===== src/rtl/capture_readout.sv =====
// Read side of the logic analyzer capture buffer: once the writer stops, walk the
// circular RAM from the oldest to the newest sample and stream it out on valid/ready.
module capture_readout #(
   parameter int DATA_WIDTH = 8,
   parameter int ADDR_WIDTH = 10
) (
   input  logic                  clk,
   input  logic                  reset,
   input  logic                  stopped,
   input  logic [ADDR_WIDTH-1:0] wr_ptr,
   output logic                  mem_rd_en,
   output logic [ADDR_WIDTH-1:0] mem_rd_addr,
   input  logic [DATA_WIDTH-1:0] mem_rd_data,
   output logic                  o_valid,
   output logic [DATA_WIDTH-1:0] o_data,
   output logic                  o_last,
   input  logic                  i_ready,
   output logic                  o_busy,
   output logic                  o_done
);

   // state   | meaning
   // IDLE    | waiting for stopped; latches wr_ptr as the oldest sample address
   // READ    | one-cycle RAM read strobe at rd_addr
   // WAIT    | RAM data arrives; captured into o_data, o_valid raised
   // PRESENT | holding the sample until the downstream handshake
   // DONE    | whole buffer sent; only reset leaves
   typedef enum logic [2:0] {
      IDLE,
      READ,
      WAIT,
      PRESENT,
      DONE
   } state_t;

   localparam logic [ADDR_WIDTH:0] LAST_CNT = {1'b0, {ADDR_WIDTH{1'b1}}};

   state_t                state;
   state_t                state_nxt;
   logic [ADDR_WIDTH-1:0] rd_addr;
   logic [ADDR_WIDTH:0]   count;
   logic                  handshake;

   assign handshake   = o_valid & i_ready;
   assign mem_rd_en   = (state == READ);
   assign mem_rd_addr = rd_addr;

   always_ff @(posedge clk) begin
      if (reset) begin
         state <= IDLE;
      end else begin
         state <= state_nxt;
      end
   end

   always_comb begin
      state_nxt = state;
      case (state)
         IDLE:    if (stopped) state_nxt = READ;
         READ:    state_nxt = WAIT;
         WAIT:    state_nxt = PRESENT;
         PRESENT: begin
            if (handshake) state_nxt = o_last ? DONE : READ;
         end
         DONE:    state_nxt = DONE;
         default: state_nxt = IDLE;
      endcase
   end

   always_ff @(posedge clk) begin
      if (reset) begin
         rd_addr <= '0;
         count   <= '0;
         o_valid <= 1'b0;
         o_data  <= '0;
         o_last  <= 1'b0;
         o_busy  <= 1'b0;
         o_done  <= 1'b0;
      end else begin
         case (state)
            IDLE: begin
               if (stopped) begin
                  rd_addr <= wr_ptr;
                  count   <= '0;
                  o_busy  <= 1'b1;
               end
            end
            WAIT: begin
               o_data  <= mem_rd_data;
               o_valid <= 1'b1;
               o_last  <= (count == LAST_CNT);
            end
            PRESENT: begin
               if (handshake) begin
                  o_valid <= 1'b0;
                  o_last  <= 1'b0;
                  if (o_last) begin
                     o_busy <= 1'b0;
                     o_done <= 1'b1;
                  end else begin
                     // rd_addr wraps modulo the RAM depth on its own
                     rd_addr <= rd_addr + ADDR_WIDTH'(1);
                     count   <= count + (ADDR_WIDTH + 1)'(1);
                  end
               end
            end
            default: begin
            end
         endcase
      end
   end

endmodule


===== config.mk =====
export PLATFORM = sky130hd
export DESIGN_NAME = capture_readout
export DESIGN_NICKNAME = d
export VERILOG_FILES = /design/src/rtl/capture_readout.sv
export SDC_FILE = /design/constraint.sdc
export NUM_CORES = 1
export LEC_CHECK = 0
export BUFFER_PORTS_ARGS = -buffer_cell sky130_fd_sc_hd__buf_4
export CAP_MARGIN = 5
export CORE_MARGIN = 5
export CORE_UTILIZATION = 50
export DETAILED_ROUTE_END_ITERATION = 8
export GPL_ROUTABILITY_DRIVEN = 0
export PLACE_DENSITY_LB_ADDON = 0.2
export RECOVER_POWER = 50
export SYNTH_ARGS = -nofsm -noshare
export SYNTH_HDL_FRONTEND = slang
export SYNTH_SLANG_ARGS = --single-unit

===== constraint.sdc =====
create_clock -name clk -period 2.1 [get_ports clk]
set_clock_uncertainty 0.05 [all_clocks]
set_input_delay 0.42 -clock clk [delete_from_list [all_inputs] [get_ports clk]]
set_output_delay 0.42 -clock clk [all_outputs]
set_load 0.005 [all_outputs]

# After elaboration in Yosys (flattened, before gate mapping)
# Index checks and enable logic that the tools add are counted.
# classes
muxes	19
addsub	2
n_reduce_logical	8
n_eq_ne	9
bitwise	1
# op_table
operator	n
11-bit 2-to-1 mux	3
10-bit 2-to-1 mux	3
11-bit case mux with 2 select lines	1
10-bit case mux with 2 select lines	1
3-bit case mux with 5 select lines	1
11-bit by 1-bit adder with 11-bit output (second input constant)	1
11-bit by 10-bit equality test with 1-bit output (second input constant)	1
10-bit by 1-bit adder with 10-bit output (second input constant)	1
3-bit 2-to-1 mux	3
2-bit inequality test (second input constant)	4
4-bit AND reduction	2
3-bit by 2-bit equality test with 1-bit output (second input constant)	2
1-bit case mux with 2 select lines	3
1-bit 2-to-1 mux	4
2-bit AND reduction	2
2-bit nonzero test	2
3-bit by 1-bit equality test with 1-bit output (second input constant)	1
3-bit equality test (second input constant)	1
3-bit zero test	1
3-bit AND reduction	1
1-bit bitwise AND	1
# totals
ff_bits	36

# Longest topological paths before layout
# Gate-level depths: netlist of the first run.
# depth
ltp_word	4
mapped_depth	7
ltp_nobuf	5

# Worst setup path before layout of the first run
# OpenSTA, ideal clock, no wires.
# synth_timing
path_kind	input-to-reg
start	in stopped
end	reg count[4]
setup_ps	59
t_arrival_ps	1481
slack_ps	510
path_buffers	1
cell_stages	5
t_required_ps	1991
path_cell_list	nor4b_4 > or2_2 > clkbuf_2 > or4_1 > nand2_1
# synth_between
elab_chain_cells	2
# synth_lines
element	line_no	rtl
start, declared	9	input logic stopped,
2-bit inequality test (no line)	-	
4-bit AND reduction (no line)	-	
end signal, assigned	103	count <= count + (ADDR_WIDTH + 1)'(1);
end, declared	41	logic [ADDR_WIDTH:0] count;
# Every way passes these cells.
# A chain may end at the register's enable or synchronous reset.

# Worst setup path in the final report of the first run
# layout_timing
start	reg state[1]
end	reg count[4]
# layout_between
elab_chain_cells	3
word_cells_on_any_way	8
# layout_lines
element	line_no	rtl
start, declared	38	state_t state;
start signal, assigned	52	state <= state_nxt;
3-bit by 2-bit equality test with 1-bit output / 3-bit zero test (equally long branches)	80	case (state)
2-bit inequality test (no line) / 2-bit nonzero test (equally long branches)	-	
4-bit AND reduction (no line)	-	
# Several ways; a longest one is shown, not always the timed one.

==> reports/metrics.yaml, run 1 <==
cts_buffers: 5
cts_max_path_buffers: 2
critical_path.cell_chain: "clkbuf_1 -> nor4b_2 -> or2_2 -> or4_1 -> nand2_1"
synth_compound_area_share_pct: 22.1
routed_wl_um: 4100
htreeDepth: 2
worst_pin_slew_ps: 625
core_area_um2: 3420
power.density_nw_per_um2: 599
syn_to_final_growth_pct: 22.0
overflow: 0
min_period_over_period_pct: 89.2
achievable-frequency_ghz: 0.534
postCtsHoldBufs: 0
async_reset_ff_share_pct: 0
synth_edf_count: 0
synthXorXnorAreaFrac_pct: 0.484
grt_usage_pct: 16.8
vdd_drop_max_mv: 0.495
crit_slowest_cell: "dfxtp_1"
ys_types: 53
clk_latency_ps: 340
cts_setup_buffers: 0
power.total_mw: 1.32
dieArea_um2: 4920
layout_commonest_cell: "dfxtp_1"
vias: 1717
dp_hpwl_um: 3010
worst_slew_margin_rel_pct: 58.2
hold_viol_final: 0
drt-initial-drc-count: 88
cap_violations: 0
ys_warn_count: 0
avgSynthCellArea_um2: 8.54
place_area_um2: 2170
design_area_um2: 2210
final_cell_mix: "dfxtp_1, nand2_1, buf_4"
dominantRegCellSynth: "dfxtp_1"
firstDrtPassIters: 4
synthMuxAreaShare_pct: 1.11
min_path_type: "in -> reg"
p_leak_nw: 0.846
grt_max_degree: 32
io_pins: 45
drc_errors: 0
clkTransAtPathRegs_ps: 110
setup_tns_ps: 0
crit_fanout: 8
grt_pass1_wl_um: 6760
crit_path_start_kind: "register"
critPathBufInv: 1
cp_data_required_time_ps: 2340
nets: 281
synth_area_um2: 1810
cts_root_buf: "clkbuf_4"
synth_top_family_by_area: "simple AND/OR/NAND/NOR gates"
die_w_um: 70.2
rows: 21
cp.arrival_ps: 2120
endpoint_kind: "register"
ff2ff_path_depth: 5
antenna_left: 0
run_status: "completed"
cp_slowest_stage_delay_ps: 560
finalSetupViolCount: 0
crit_family: "simple AND/OR/NAND/NOR gates"
post-route-min-period_ps: 1870
fin_util_pct: 64.7
fillers: 306
port-buffer-count: 44
drt-vias-per-instance: 5.65
post_cts_resized: 0
chipHeight_um: 70.2
syn_nets: 236
antenna_cells: 0
synthCells: 212
cts.sink_count: 36
cp_num_cells: 5
yosysSeqAreaShare_pct: 39.8
ys_seq_elements: 36
antenna_found_initial: 0
rsz0062_at_grt: "no"
final_max_slew_viol_count: 0
cts_tree: "done"
drive_gt1_share_pct: 24.8
routedWlPerCell_um: 13.5
initial_utilization_pct: 53.0
synth-simple-area-share_pct: 29.3
grt_pass1_vias: 1559
worstHoldPathCells: 3
hold_ws_ps: 262
worstSetupPathType: "reg -> reg"
synth_fa_ha_area_share_pct: 1.38
==> power by group <==
group / internal (mW) / switching, mW
combinational: 0.106 / 0.105
sequential: 0.713 / 0.0367
clock: 0.128 / 0.235
total: 0.947 / 0.376
==> synth_stat cells (4+ instances only) <==
cell / number / area (µm²)
o31a_1: 4 / 35.0
nand3_1: 9 / 45.0
dfxtp_1: 36 / 721
or4_1: 6 / 45.0
o31ai_1: 5 / 37.5
a21oi_1: 23 / 115
clkbuf_1: 4 / 15.0
nand2_1: 31 / 116
o211ai_1: 5 / 37.5
inv_1: 8 / 30.0
o21ai_0: 8 / 40.0
nor2_1: 13 / 48.8
nor4_1: 4 / 25.0
nand4_1: 4 / 25.0
==> area by class of cell <==
type                       count  area (µm²)  share of cell area [%]
multi-input combinational    156         976                    44.2
sequential                    36         721                    32.6
timing repair buffer          50         368                    16.7
tap                           46        57.6                    2.61
clock buffer                   5        37.5                    1.70
inverter                       8        30.0                    1.36
clock inverter                 3        18.8                   0.850
==> per-stage QoR <==
stage                     cells  setup slack (ps)
after global routing        304               125
after floorplan             212               510
final                       304               227
after detailed placement    296               198
after global placement      296               248
after CTS                   304               193
==> per-layer routing <==
metal | track usage, % | vias up | part of all wire [%]
li1 | - | 879 | -
met1 | 20.6 | 778 | 46
met2 | 27.0 | 55 | 46
met3 | 5.31 | 5 | 7.5
met4 | 7.45 | 0 | 1.1
met5 | 0 | - | 0
==> kinds of logic after synthesis <==
| group | count (synthesis) |
|---|---|
| simple gates | 91 |
| compound gates | 60 |
| flops | 36 |
| buf+inv | 20 |
| mux | 2 |
| fa+ha+maj | 2 |
| xor+xnor | 1 |
==> path summary, 6_finish.rpt <==
check                                     from         to  slack (ps)
worst min-delay path            mem_rd_data[6]  o_data[6]         260
worst max-delay path                  state[1]   count[4]         230
worst max register to register        state[1]   count[4]         230
worst min register to register       o_data[5]  o_data[5]         410
==> registers in the layout, summed over array words and instances, names as in the netlist <==
register and cells:
mem_rd_addr 10, o_busy 1, count 11, o_done 1, o_last 1, state 3, o_data 8, o_valid 1
==> worst reg2reg max path: cells and delay by family (launching register included) <==
| family | cells | cell delay, ps |
|---|---|---|
| buf+inv | 1 | 180 |
| flops | 1 | 560 |
| simple gates | 4 | 1030 |
Power figures use the tool's default switching activity.
==> inputs of run 2 (changes only) <==
Settings changed: ABC_AREA set to 1, CORE_UTILIZATION 50 to 48.
Clock period 2.1 ns to 1.65 ns, I/O delays scaled along.
==> reports/metrics.yaml, run 2 <==
run_status: "completed"
cp_data_required_time_ps: 1270
overflow: 0
drt-vias-per-instance: 5.04
synth_area_um2: 1850
initial_utilization_pct: 50.2
routed_wl_um: 4320
antenna_found_initial: 0
final_max_slew_viol_count: 0
p_clk_share_pct: 30.9
cp.arrival_ps: 1150
yosysSeqAreaShare_pct: 38.9
vdd_drop_max_mv: 0.675
worstSetupPathType: "reg -> out"
cts.sink_count: 36
cts_buffers: 5
ys_types: 23
power.total_mw: 2.48
syn_to_final_growth_pct: 27.7
die_w_um: 72.1
min_path_type: "in -> reg"
synthTopCellsByArea: "dfxtp_1, nand2_1, nor2_1"
antenna_left: 0
achievable-frequency_ghz: 0.652
cts_root_buf: "clkbuf_8"
drive_gt1_share_pct: 21.8
seq_power_share_pct: 42.5
power.switching_mw: 0.766
clkTransAtPathRegs_ps: 70
firstDrtPassIters: 4
post-route-min-period_ps: 1530
grt_usage_pct: 16.9
avgSynthCellArea_um2: 6.61
dp_hpwl_um: 3200
final_cells: 378
antenna_cells: 0
combPwrFrac_pct: 26.7
final_cell_mix: "nand2_1, nor2_1, dfxtp_1"
power.density_nw_per_um2: 1050
min_period_over_period_pct: 93.0
post_cts_resized: 0
core_area_um2: 3690
seqCellArea_um2: 721
grt_pass1_wl_um: 7080
vias: 1906
dominantRegCellSynth: "dfxtp_1"
largest_register_ffs: 11
grt_pass1_vias: 1646
fillers: 360
cts_max_path_buffers: 2
rows: 22
synth_most_common_cell: "nand2_1"
routedWlPerCell_um: 11.4
postCtsHoldBufs: 0
hold_ws_ps: 213
chipHeight_um: 72.1
drc_errors: 0
dp.cells: 369
worst_pin_slew_ps: 409
nets: 353
finalSetupViolCount: 0
port-buffer-count: 44
layout_commonest_cell: "nand2_1"
multi_input_area_um2: 973
synth_edf_count: 0
io_pins: 45
ys_seq_elements: 36
clk_latency_ps: 290
swShare_pct: 30.9
rsz0062_at_grt: "no"
p_leak_nw: 1.04
cts_tree: "done"
dieArea_um2: 5200
drt-initial-drc-count: 140
setup_tns_ps: 0
async_reset_ff_share_pct: 0
hold_viol_final: 0
endpoint_kind: "output pin"
yosys-top-cells-count: "nand2_1, nor2_1, dfxtp_1, inv_1, a21oi_1"
cap_violations: 0
syn_nets: 304
worst_slew_margin_rel_pct: 72.5
yosysTopAreaCell: "dfxtp_1"
cts_setup_buffers: 0
synth_top_cell_area_share_pct: 38.9
regMostFlops: "count"
grt_max_degree: 19
intPower_mw: 1.71
ys_warn_count: 0
synthCells: 280
crit_fanout: 4
crit_path_start_kind: "register"
htreeDepth: 2
run 2: worst max-delay path: stages (launching register included):
cell and delay [ps]:
dfxtp_1 400, inv_1 70, nor3_1 230, buf_4 170
run 2: cells by family (layout without fill, tap and decap cells):
logic type	after synthesis	after routing	synth area share, %
buf+inv	37	87	8.45
simple gates	159	159	38.6
flops	36	36	38.9
fa+ha+maj	2	2	1.35
compound gates	46	46	12.6
run 2: path summary, 6_finish.rpt:
kind                        from        endpoint  slack (ps)  cells past startpoint
setup reg to reg        state[2]  mem_rd_addr[5]         150                      9
setup / recovery        state[0]       mem_rd_en         120                      3
hold reg to reg           o_done          o_done         410                      2
hold / removal    mem_rd_data[7]       o_data[7]         210                      3
run 2: stage by stage:
stage | util [%] | setup WS, ps | instance area [µm²]
5_1_grt | 64.0 | 20.7 | 2360
3_3_place_gp | 60.5 | 76.9 | 2230
3_5_place_dp | 60.5 | 61.2 | 2230
2_1_floorplan | - | 317 | 1850
4_1_cts | 63.5 | 50.8 | 2340
6_report | 64.0 | 116 | 2360
run 2: layout make-up:
type                       count  area share, %
clock buffer                   5           2.91
clock inverter                 3           1.80
inverter                      29           4.61
multi-input combinational    207           41.2
sequential                    36           30.5
tap                           48           2.54
timing repair buffer          50           16.4
run 2: power by group through the flow:
stage          sequential (mW)  combinational [mW]  clock [mW]
6_report                  1.05               0.661       0.765
5_1_grt                   1.07               0.736       0.822
4_1_cts                   1.05               0.640       0.787
3_5_place_dp              1.07               0.638           0
3_3_place_gp              1.07               0.631           0
2_1_floorplan             1.07               0.394           0
run 2: per-layer routing:
metal	GRT usage, %	vias up	share of wire [%]
li1	-	1001	-
met1	21.4	859	45
met2	28.6	41	48
met3	3.46	5	5.7
met4	5.64	0	1.0
met5	0	-	0
==> inputs of run 3 (changes only) <==
Settings changed: CORE_ASPECT_RATIO set to 0.7, SETUP_SLACK_MARGIN set to 0.02.
==> reports/metrics.yaml, run 3 (synthesized netlist as in run 2, its figures left out) <==
rsz0062_at_grt: "no"
min_period_over_period_pct: 92.2
endpoint_kind: "output pin"
worstSetupPathType: "reg -> out"
final_cell_mix: "nand2_1, nor2_1, dfxtp_1"
grt_pass1_vias: 1662
crit_path_start_kind: "register"
hold_end: "o_data[1]"
regToRegStartpoint: "state[1]"
initial_utilization_pct: 51.0
post-route-min-period_ps: 1520
vdd_drop_max_mv: 0.583
drt-vias-per-instance: 5.01
cp_data_required_time_ps: 1270
ff2ff_path_depth: 7
final_max_slew_viol_count: 0
routed_wl_um: 4590
core_area_um2: 3630
achievable-frequency_ghz: 0.657
cts_buffers: 5
regToRegEndpoint: "mem_rd_addr[5]"
overflow: 0
multi_input_area_um2: 988
dp_hpwl_um: 3390
die_w_um: 84.2
fillers: 327
p_leak_nw: 1.04
run_status: "completed"
place_area_um2: 2240
dieArea_um2: 5220
antenna_found_initial: 0
cts.sink_count: 36
rows: 18
drive_gt1_share_pct: 23.8
worst_slew_margin_rel_pct: 71.4
drt-initial-drc-count: 125
postCtsHoldBufs: 0
cap_violations: 0
seqCellArea_um2: 723
layout_commonest_cell: "nand2_1"
antenna_cells: 0
chipHeight_um: 62.0
clkTransAtPathRegs_ps: 60
min_path_type: "in -> reg"
hold_viol_final: 0
largest_register_ffs: 11
cts_root_buf: "clkbuf_8"
regMostFlops: "count"
routedWlPerCell_um: 12.0
syn_to_final_growth_pct: 27.8
port-buffer-count: 44
antenna_left: 0
finalSetupViolCount: 0
crit_fanout: 5
cts_tree: "done"
power.density_nw_per_um2: 971
cts_max_path_buffers: 2
cp.arrival_ps: 1140
firstDrtPassIters: 4
grt_pass1_wl_um: 7590
nets: 358
worstHoldPathCells: 3
clk_latency_ps: 280
drc_errors: 0
min-delay-start: "mem_rd_data[1]"
setup_tns_ps: 0
worst_pin_slew_ps: 430
grt_max_degree: 19
grt_usage_pct: 18.4
design_area_um2: 2360
vias: 1915
io_pins: 45
ff2ff_setup_slack_ps: 170
htreeDepth: 2
run 3: changes by cell type in the layout (fill, tap and decap cells not counted), sizes merged:
cell,before,now
clkinvlp,1,0
buf,28,32
bufinv,1,0
clkbuf,27,28
clkinv,2,1
run 3: critical path, stage by stage, from the launching register on:
cell and delay [ps]:
dfxtp_1 370, nor3_1 320, buf_4 170
run 3: stage by stage:
| stage | setup slack [ps] | util, % | hold WS, ps | instances | power [mW] |
|---|---|---|---|---|---|
| final | 128 | 65.2 | 215 | 382 | 2.30 |
| after global routing | 17.2 | 65.2 | 224 | 382 | 2.45 |
| after CTS | 84.5 | 63.7 | 209 | 377 | 2.28 |
| after detailed placement | 100 | 61.8 | 399 | 372 | 1.73 |
| after global placement | 150 | 61.8 | 396 | 372 | 1.72 |
| after floorplan | 317 | - | 397 | 280 | 1.46 |
run 3: cell type report:
cell class              instances  area share, %
multi-input cells             207           41.8
inverters                      29           4.60
flip-flops and latches         36           30.6
clock buffers                   5           2.91
well taps                      50           2.65
repair buffers                 55           17.5
run 3: how the worst max path moves through the flow:
| stage | to | cells past startpoint | from | slack [ps] |
|---|---|---|---|---|
| after floorplan | mem_rd_addr[2] | 9 | state[0] | 320 |
| after global placement | mem_rd_addr[6] | 8 | state[2] | 150 |
| after detailed placement | mem_rd_addr[7] | 8 | state[2] | 100 |
| after CTS | mem_rd_addr[7] | 8 | state[2] | 80 |
| after global routing | count[3] | 9 | state[2] | 20 |
| final | mem_rd_en | 2 | state[2] | 130 |
run 3: power breakdown:
part,leakage (nW),total [mW],internal (mW),switching (mW)
Sequential,0.294,1.06,0.968,0.0941
Combinational,0.711,0.689,0.316,0.373
Clock,0.0359,0.545,0.271,0.274
Total,1.04,2.30,1.56,0.741
run 3: layer usage:
layer | global-route usage (%) | up-vias | wire, µm
met2 | 28.5 | 48 | 1980
met1 | 24.9 | 850 | 2280
met4 | 6.88 | 0 | 64
li1 | - | 1008 | -
met5 | 0 | - | 0
met3 | 5.14 | 9 | 265
run 3: timing repair:
action                                  4_1_cts  5_1_grt
endpoints found under the hold margin         0        0
buffers inserted                              0        5
endpoints found under the setup margin        0       14
resized for setup                             0        7
